`src/rtl/mips_pipe_pkg.sv`:
```
// Shared definitions for the MIPS pipeline operand selectors: FSM encoding,
// default data width and the select-width helper.
package mips_pipe_pkg;

    localparam int DEFAULT_WIDTH = 32;

    typedef enum logic [1:0] {
        ST_EMPTY = 2'b00,
        ST_ONE   = 2'b01,
        ST_FULL  = 2'b10
    } state_e;

    // Select width for n channels, never narrower than one bit.
    function automatic int sel_width(input int n);
        return (n > 1) ? $clog2(n) : 1;
    endfunction

endpackage

```
`src/rtl/sel_skid_mux_if.sv`:
```
// Channel bundle between producers, the selector and the consuming pipeline
// register. The selector uses the slave view, the environment the master view.
interface sel_skid_mux_if
    import mips_pipe_pkg::*;
#(
    parameter int WIDTH  = DEFAULT_WIDTH,
    parameter int NUM_IN = 4
);
    localparam int SEL_W = sel_width(NUM_IN);

    logic [NUM_IN*WIDTH-1:0] in_data;
    logic [NUM_IN-1:0]       in_valid;
    logic [NUM_IN-1:0]       in_ready;
    logic [SEL_W-1:0]        sel;
    logic                    flush;
    logic [WIDTH-1:0]        out_data;
    logic                    out_valid;
    logic                    out_ready;
    logic                    sel_err;

    modport slave (
        input  in_data, in_valid, sel, flush, out_ready,
        output in_ready, out_data, out_valid, sel_err
    );

    modport master (
        output in_data, in_valid, sel, flush, out_ready,
        input  in_ready, out_data, out_valid, sel_err
    );

endinterface

```
`src/rtl/sel_comb_mux.sv`:
```
// Combinational NUM_IN:1 word selector with an in-range flag; selects outside
// the populated channels yield zero data.
module sel_comb_mux
    import mips_pipe_pkg::*;
#(
    parameter int WIDTH  = DEFAULT_WIDTH,
    parameter int NUM_IN = 4
) (
    input  logic [NUM_IN*WIDTH-1:0]     data_i,
    input  logic [sel_width(NUM_IN)-1:0] sel_i,
    output logic [WIDTH-1:0]            data_o,
    output logic                        in_range_o
);
    localparam int SEL_W   = sel_width(NUM_IN);
    localparam int NUM_PAD = 1 << SEL_W;

    logic [WIDTH-1:0] ch_s [NUM_PAD];

    // Unused slots of the padded table read as zero so every select is defined.
    for (genvar g = 0; g < NUM_PAD; g++) begin : g_ch
        if (g < NUM_IN) begin : g_used
            assign ch_s[g] = data_i[g*WIDTH +: WIDTH];
        end else begin : g_pad
            assign ch_s[g] = {WIDTH{1'b0}};
        end
    end

    assign in_range_o = (int'(sel_i) < NUM_IN);
    assign data_o     = in_range_o ? ch_s[sel_i] : {WIDTH{1'b0}};

endmodule

```
`src/rtl/sel_skid_mux.sv`:
```
// N:1 selector with per-channel valid/ready, a registered output word and a
// one-word skid register so consumer stalls never drop or repeat data.
module sel_skid_mux
    import mips_pipe_pkg::*;
#(
    parameter int WIDTH  = DEFAULT_WIDTH,
    parameter int NUM_IN = 4
) (
    input  logic            clk,
    input  logic            rst_n,
    sel_skid_mux_if.slave   bus
);
    localparam int SEL_W = sel_width(NUM_IN);

    state_e             state_q, state_d;
    logic [WIDTH-1:0]   out_data_q, out_data_d;
    logic [WIDTH-1:0]   skid_q, skid_d;
    logic               out_valid_q, out_valid_d;
    logic               sel_err_q, sel_err_d;

    logic [WIDTH-1:0]   mux_data_s;
    logic               in_range_s;
    logic               ready_s;
    logic               valid_sel_s;
    logic [NUM_IN-1:0]  in_ready_s;
    logic               accept_s;
    logic               drain_s;

    sel_comb_mux #(
        .WIDTH  (WIDTH),
        .NUM_IN (NUM_IN)
    ) u_mux (
        .data_i     (bus.in_data),
        .sel_i      (bus.sel),
        .data_o     (mux_data_s),
        .in_range_o (in_range_s)
    );

    // Only the selected, in-range channel may see ready, and never while full or flushing.
    always_comb begin
        in_ready_s  = {NUM_IN{1'b0}};
        valid_sel_s = 1'b0;
        ready_s     = (state_q != ST_FULL) && !bus.flush && in_range_s;
        for (int i = 0; i < NUM_IN; i++) begin
            in_ready_s[i] = ready_s && (int'(bus.sel) == i);
            valid_sel_s   = valid_sel_s | (bus.in_valid[i] && (int'(bus.sel) == i));
        end
    end

    assign accept_s = valid_sel_s && ready_s;
    assign drain_s  = out_valid_q && bus.out_ready;

    // Next-state, data movement between skid and out registers, select error.
    always_comb begin
        state_d    = state_q;
        out_data_d = out_data_q;
        skid_d     = skid_q;
        sel_err_d  = !in_range_s && (state_q != ST_FULL) && !bus.flush;
        if (bus.flush) begin
            state_d    = ST_EMPTY;
            out_data_d = {WIDTH{1'b0}};
            skid_d     = {WIDTH{1'b0}};
        end else begin
            case (state_q)
                ST_EMPTY: begin
                    if (accept_s) begin
                        state_d    = ST_ONE;
                        out_data_d = mux_data_s;
                    end else begin
                        state_d = ST_EMPTY;
                    end
                end
                ST_ONE: begin
                    if (accept_s && drain_s) begin
                        out_data_d = mux_data_s;
                    end else if (accept_s) begin
                        state_d = ST_FULL;
                        skid_d  = mux_data_s;
                    end else if (drain_s) begin
                        state_d = ST_EMPTY;
                    end else begin
                        state_d = ST_ONE;
                    end
                end
                ST_FULL: begin
                    if (drain_s) begin
                        state_d    = ST_ONE;
                        out_data_d = skid_q;
                    end else begin
                        state_d = ST_FULL;
                    end
                end
                default: begin
                    state_d = ST_EMPTY;
                end
            endcase
        end
        out_valid_d = (state_d != ST_EMPTY);
    end

    // State and datapath registers; reset discards every buffered word at once.
    always_ff @(posedge clk or negedge rst_n) begin
        if (!rst_n) begin
            state_q     <= ST_EMPTY;
            out_data_q  <= {WIDTH{1'b0}};
            skid_q      <= {WIDTH{1'b0}};
            out_valid_q <= 1'b0;
            sel_err_q   <= 1'b0;
        end else begin
            state_q     <= state_d;
            out_data_q  <= out_data_d;
            skid_q      <= skid_d;
            out_valid_q <= out_valid_d;
            sel_err_q   <= sel_err_d;
        end
    end

    assign bus.in_ready  = in_ready_s;
    assign bus.out_data  = out_data_q;
    assign bus.out_valid = out_valid_q;
    assign bus.sel_err   = sel_err_q;

endmodule

```
`src/flat_wrapper.sv`:
```
// flat-port wrapper written by rule: the top's interface ports become plain ports
module sel_skid_mux_flat import mips_pipe_pkg::*;
#(
    parameter int WIDTH  = DEFAULT_WIDTH,
    parameter int NUM_IN = 4
)
  (clk, rst_n, bus_in_data, bus_in_valid, bus_sel, bus_flush, bus_out_ready, bus_in_ready, bus_out_data, bus_out_valid, bus_sel_err);
  sel_skid_mux_if #(.WIDTH(WIDTH), .NUM_IN(NUM_IN)) bus_i ();
  input  logic clk;
  input  logic rst_n;
  input wire logic [$bits(bus_i.in_data)-1:0] bus_in_data;
  input wire logic [$bits(bus_i.in_valid)-1:0] bus_in_valid;
  input wire logic [$bits(bus_i.sel)-1:0] bus_sel;
  input wire logic [$bits(bus_i.flush)-1:0] bus_flush;
  input wire logic [$bits(bus_i.out_ready)-1:0] bus_out_ready;
  output wire logic [$bits(bus_i.in_ready)-1:0] bus_in_ready;
  output wire logic [$bits(bus_i.out_data)-1:0] bus_out_data;
  output wire logic [$bits(bus_i.out_valid)-1:0] bus_out_valid;
  output wire logic [$bits(bus_i.sel_err)-1:0] bus_sel_err;
  assign bus_i.in_data = bus_in_data;
  assign bus_i.in_valid = bus_in_valid;
  assign bus_i.sel = bus_sel;
  assign bus_i.flush = bus_flush;
  assign bus_i.out_ready = bus_out_ready;
  assign bus_in_ready = bus_i.in_ready;
  assign bus_out_data = bus_i.out_data;
  assign bus_out_valid = bus_i.out_valid;
  assign bus_sel_err = bus_i.sel_err;
  sel_skid_mux #(.WIDTH(WIDTH), .NUM_IN(NUM_IN)) u_core (.clk(clk), .rst_n(rst_n), .bus(bus_i));
endmodule
```
`config.mk`:
```
export PLATFORM = sky130hd
export DESIGN_NAME = sel_skid_mux_flat
export DESIGN_NICKNAME = d
export VERILOG_FILES = /design/src/rtl/mips_pipe_pkg.sv /design/src/rtl/sel_skid_mux_if.sv /design/src/rtl/sel_comb_mux.sv /design/src/rtl/sel_skid_mux.sv /design/src/flat_wrapper.sv
export SDC_FILE = /design/constraint.sdc
export NUM_CORES = 1
export LEC_CHECK = 0
export CORE_MARGIN = 4
export CORE_UTILIZATION = 40
export DETAILED_ROUTE_END_ITERATION = 16
export HOLD_SLACK_MARGIN = 0.1
export PLACE_DENSITY = 0.75
export SLEW_MARGIN = 30
export SYNTH_ARGS = -nofsm -noshare
export SYNTH_HDL_FRONTEND = slang
export SYNTH_SLANG_ARGS = --single-unit
```
`constraint.sdc`:
```
create_clock -name clk -period 3.9 [get_ports clk]
set_input_delay 0.975 -clock clk [delete_from_list [all_inputs] [get_ports clk]]
set_output_delay 0.975 -clock clk [all_outputs]
set_load 0.01 [all_outputs]
```
==> reports/qor.txt <==
status = finished clean
Unique masters post-synth = 28
sequential area share after synthesis = 39.1%
IO Port Bufs = 174
Final GP Congestion = 0.746
Multi-input gate area = 0.00228 sq mm
max-slew violations = 0
Synth Net Count = 524
layout cells sized above 1 = 11.6%
initial antenna violation count = 0
HPWL after DPL = 8360 um
Rel. slew slack = 40.4%
most frequent cells in the layout = 171 x clkdlybuf4s50_1, 67 x dfrtp_1, 66 x nand2_1
# diodes = 0
width of the die = 111 um
nets = 677
Crit Path Category = in -> out
FF+latch area = 0.00168 sq mm
Worst Path Required = 2.92 ns
vias in the first global route = 4,000
RSZ-0062 raised after global routing = no
Setup TNS = 0 ns
Filler cells = 875
post_cts resized = 0
DRC errors left = 0
htree depth = 3
Max-Cap Viols = 0
setup bufs post-CTS = 0
commonest non-fill, non-tap cell in the layout = clkdlybuf4s50_1
Final min period = 3.34 ns
Final Hold Viols = 0
post-synth top area share = 39.1%
CTS tree = built
core region area = 0.0104 sq mm
Synth area leaders = dfrtp_1 39%, mux4_2 17%, mux2i_1 15%
drt pass-1 iters = 4
hold_sp = u_core.bus.out_data[17]
share of the clock period used by the worst path = 85.7%
Top-Level Pins = 176
CP Max Fanout = 3
fmax = 299 MHz
Synth Instances = 386
CTS buffer count = 9
routed vias/inst = 5.37
Initial Util = 41.3%
RR Startpoint = u_core.state_q[0]
final setup fails = 0
hold crit path type = reg -> reg
hold-fix buffers at CTS = 0
GRT overflow = 0
worst skew pair latency = 0.33 ns
Power Density = 332 mW/mm^2
Max VDD drop = 0.158 mV
Critical Path Sink Type = output pin
pin count of the biggest net entering global routing = 98
Routed WL = 11,900 um
die height = 111 um
First DRT Iteration DRCs = 157
Worst EP arrival = 2.37 ns
Synth warnings = 0
LEAKAGE = 2.55 nW
gr usage total = 19.3%
Final Util = 60.4%
area grow syn2layout = 46.1%
largest area contributor in the netlist = dfrtp_1
clock tree root driver cell = clkbuf_8
Avg Cell Area, Syn = 11.1 sq um
clock buffer depth = 2
CTS clk-pin slew, worst paths = 0.07 ns
Slew @ Worst Pin = 0.894 ns
post-route ant nets = 0
worst setup path start = bus_flush
Vias = 3,644
full die area = 0.0124 sq mm
CTS Sinks = 67
post-detailed-route wirelength per cell = 17.5 um
clk_skew = 0.00990 ns
first-pass GRT wire length = 19,700 um
synthesis-stage register bit count = 67
startpoint type of the worst setup path = input pin
num rows = 37
mapped cell area = 0.00428 sq mm
==> worst max-delay path, cell delays in order <==
cell and delay (ns):
clkdlybuf4s50_1 0.44, inv_2 0.09, nand2_1 0.09, nor3b_1 0.20
clkdlybuf4s50_1 0.58
==> final timing paths <==
path	endpoint	slack (ns)	cells past startpoint
max	bus_in_ready[1]	0.56	5
min	u_core.bus.out_data[17]	0.52	2
max reg2reg	u_core.skid_q[19]	1.77	4
min reg2reg	u_core.bus.out_data[17]	0.52	2
max in group asynchronous	u_core.state_q[1]	2.50	2
min in group asynchronous	u_core.bus.out_data[8]	0.85	2
==> kinds of logic after synthesis <==
| group | Yosys count | share of synthesized area [%] |
|---|---|---|
| buffers and inverters | 75 | 7.74 |
| DFF | 67 | 39.1 |
| other | 1 | 0.0876 |
| and+or+nand+nor | 106 | 14.6 |
| muxes | 97 | 32.3 |
| xor gates and xnor gates | 1 | 0.205 |
| AOI/OAI and AO/OA | 39 | 5.93 |
==> cell usage after synthesis <==
library cell	count
a21bo_2	1
o31ai_1	1
o21ai_0	1
inv_1	33
and3_1	1
and4_1	1
a31oi_1	32
dfrtp_1	67
a311o_1	1
a21oi_1	1
clkbuf_1	28
nand2b_1	1
a221oi_1	1
nor3_1	1
nor4bb_1	32
xnor2_1	1
nor3b_1	2
buf_4	1
buf_2	7
nand3_1	1
buf_6	5
mux4_2	33
conb_1	1
a21boi_0	1
nand2_1	66
mux2i_1	64
inv_2	1
and4b_1	1
==> routing by layer <==
metal	GRT usage (%)	wire length, um	vias to the layer above
li1	-	-	1711
met1	24.1	4940	1792
met2	33.6	6060	131
met3	3.97	724	10
met4	6.00	134	0
met5	0	0	-
==> flip-flops by register name, indices dropped and copies added (netlist names) <==
signal and cells:
u_core.bus.out_valid 1, u_core.skid_q 32, u_core.bus.out_data 32, u_core.state_q 2
==> final cells by class <==
cell class                 count  share of cell area [%]
inverter                      34                    2.04
multi-input combinational    244                    36.5
tap                          136                    2.72
clock buffer                  13                    2.54
timing repair buffer         183                    28.9
clock inverter                 2                   0.560
sequential                    67                    26.8
==> report_power, final <==
| group | switching (mW) | internal, mW |
|---|---|---|
| combinational | 0.293 | 0.391 |
| clock | 0.250 | 0.327 |
| sequential | 0.0426 | 0.775 |
| total | 0.585 | 1.49 |
==> metrics by stage <==
stage,cell area [sq um],power (mW),hold slack [ns],setup WS [ns],cells
6_report,6260,2.08,0.518,0.556,679
5_1_grt,6260,2.19,0.546,0.444,679
4_1_cts,6250,2.10,0.522,0.553,679
3_5_place_dp,6060,1.52,0.508,0.573,664
3_3_place_gp,6040,1.50,0.505,0.562,663
2_1_floorplan,4280,1.18,0.504,0.910,386
Power figures use the tool's default switching activity.
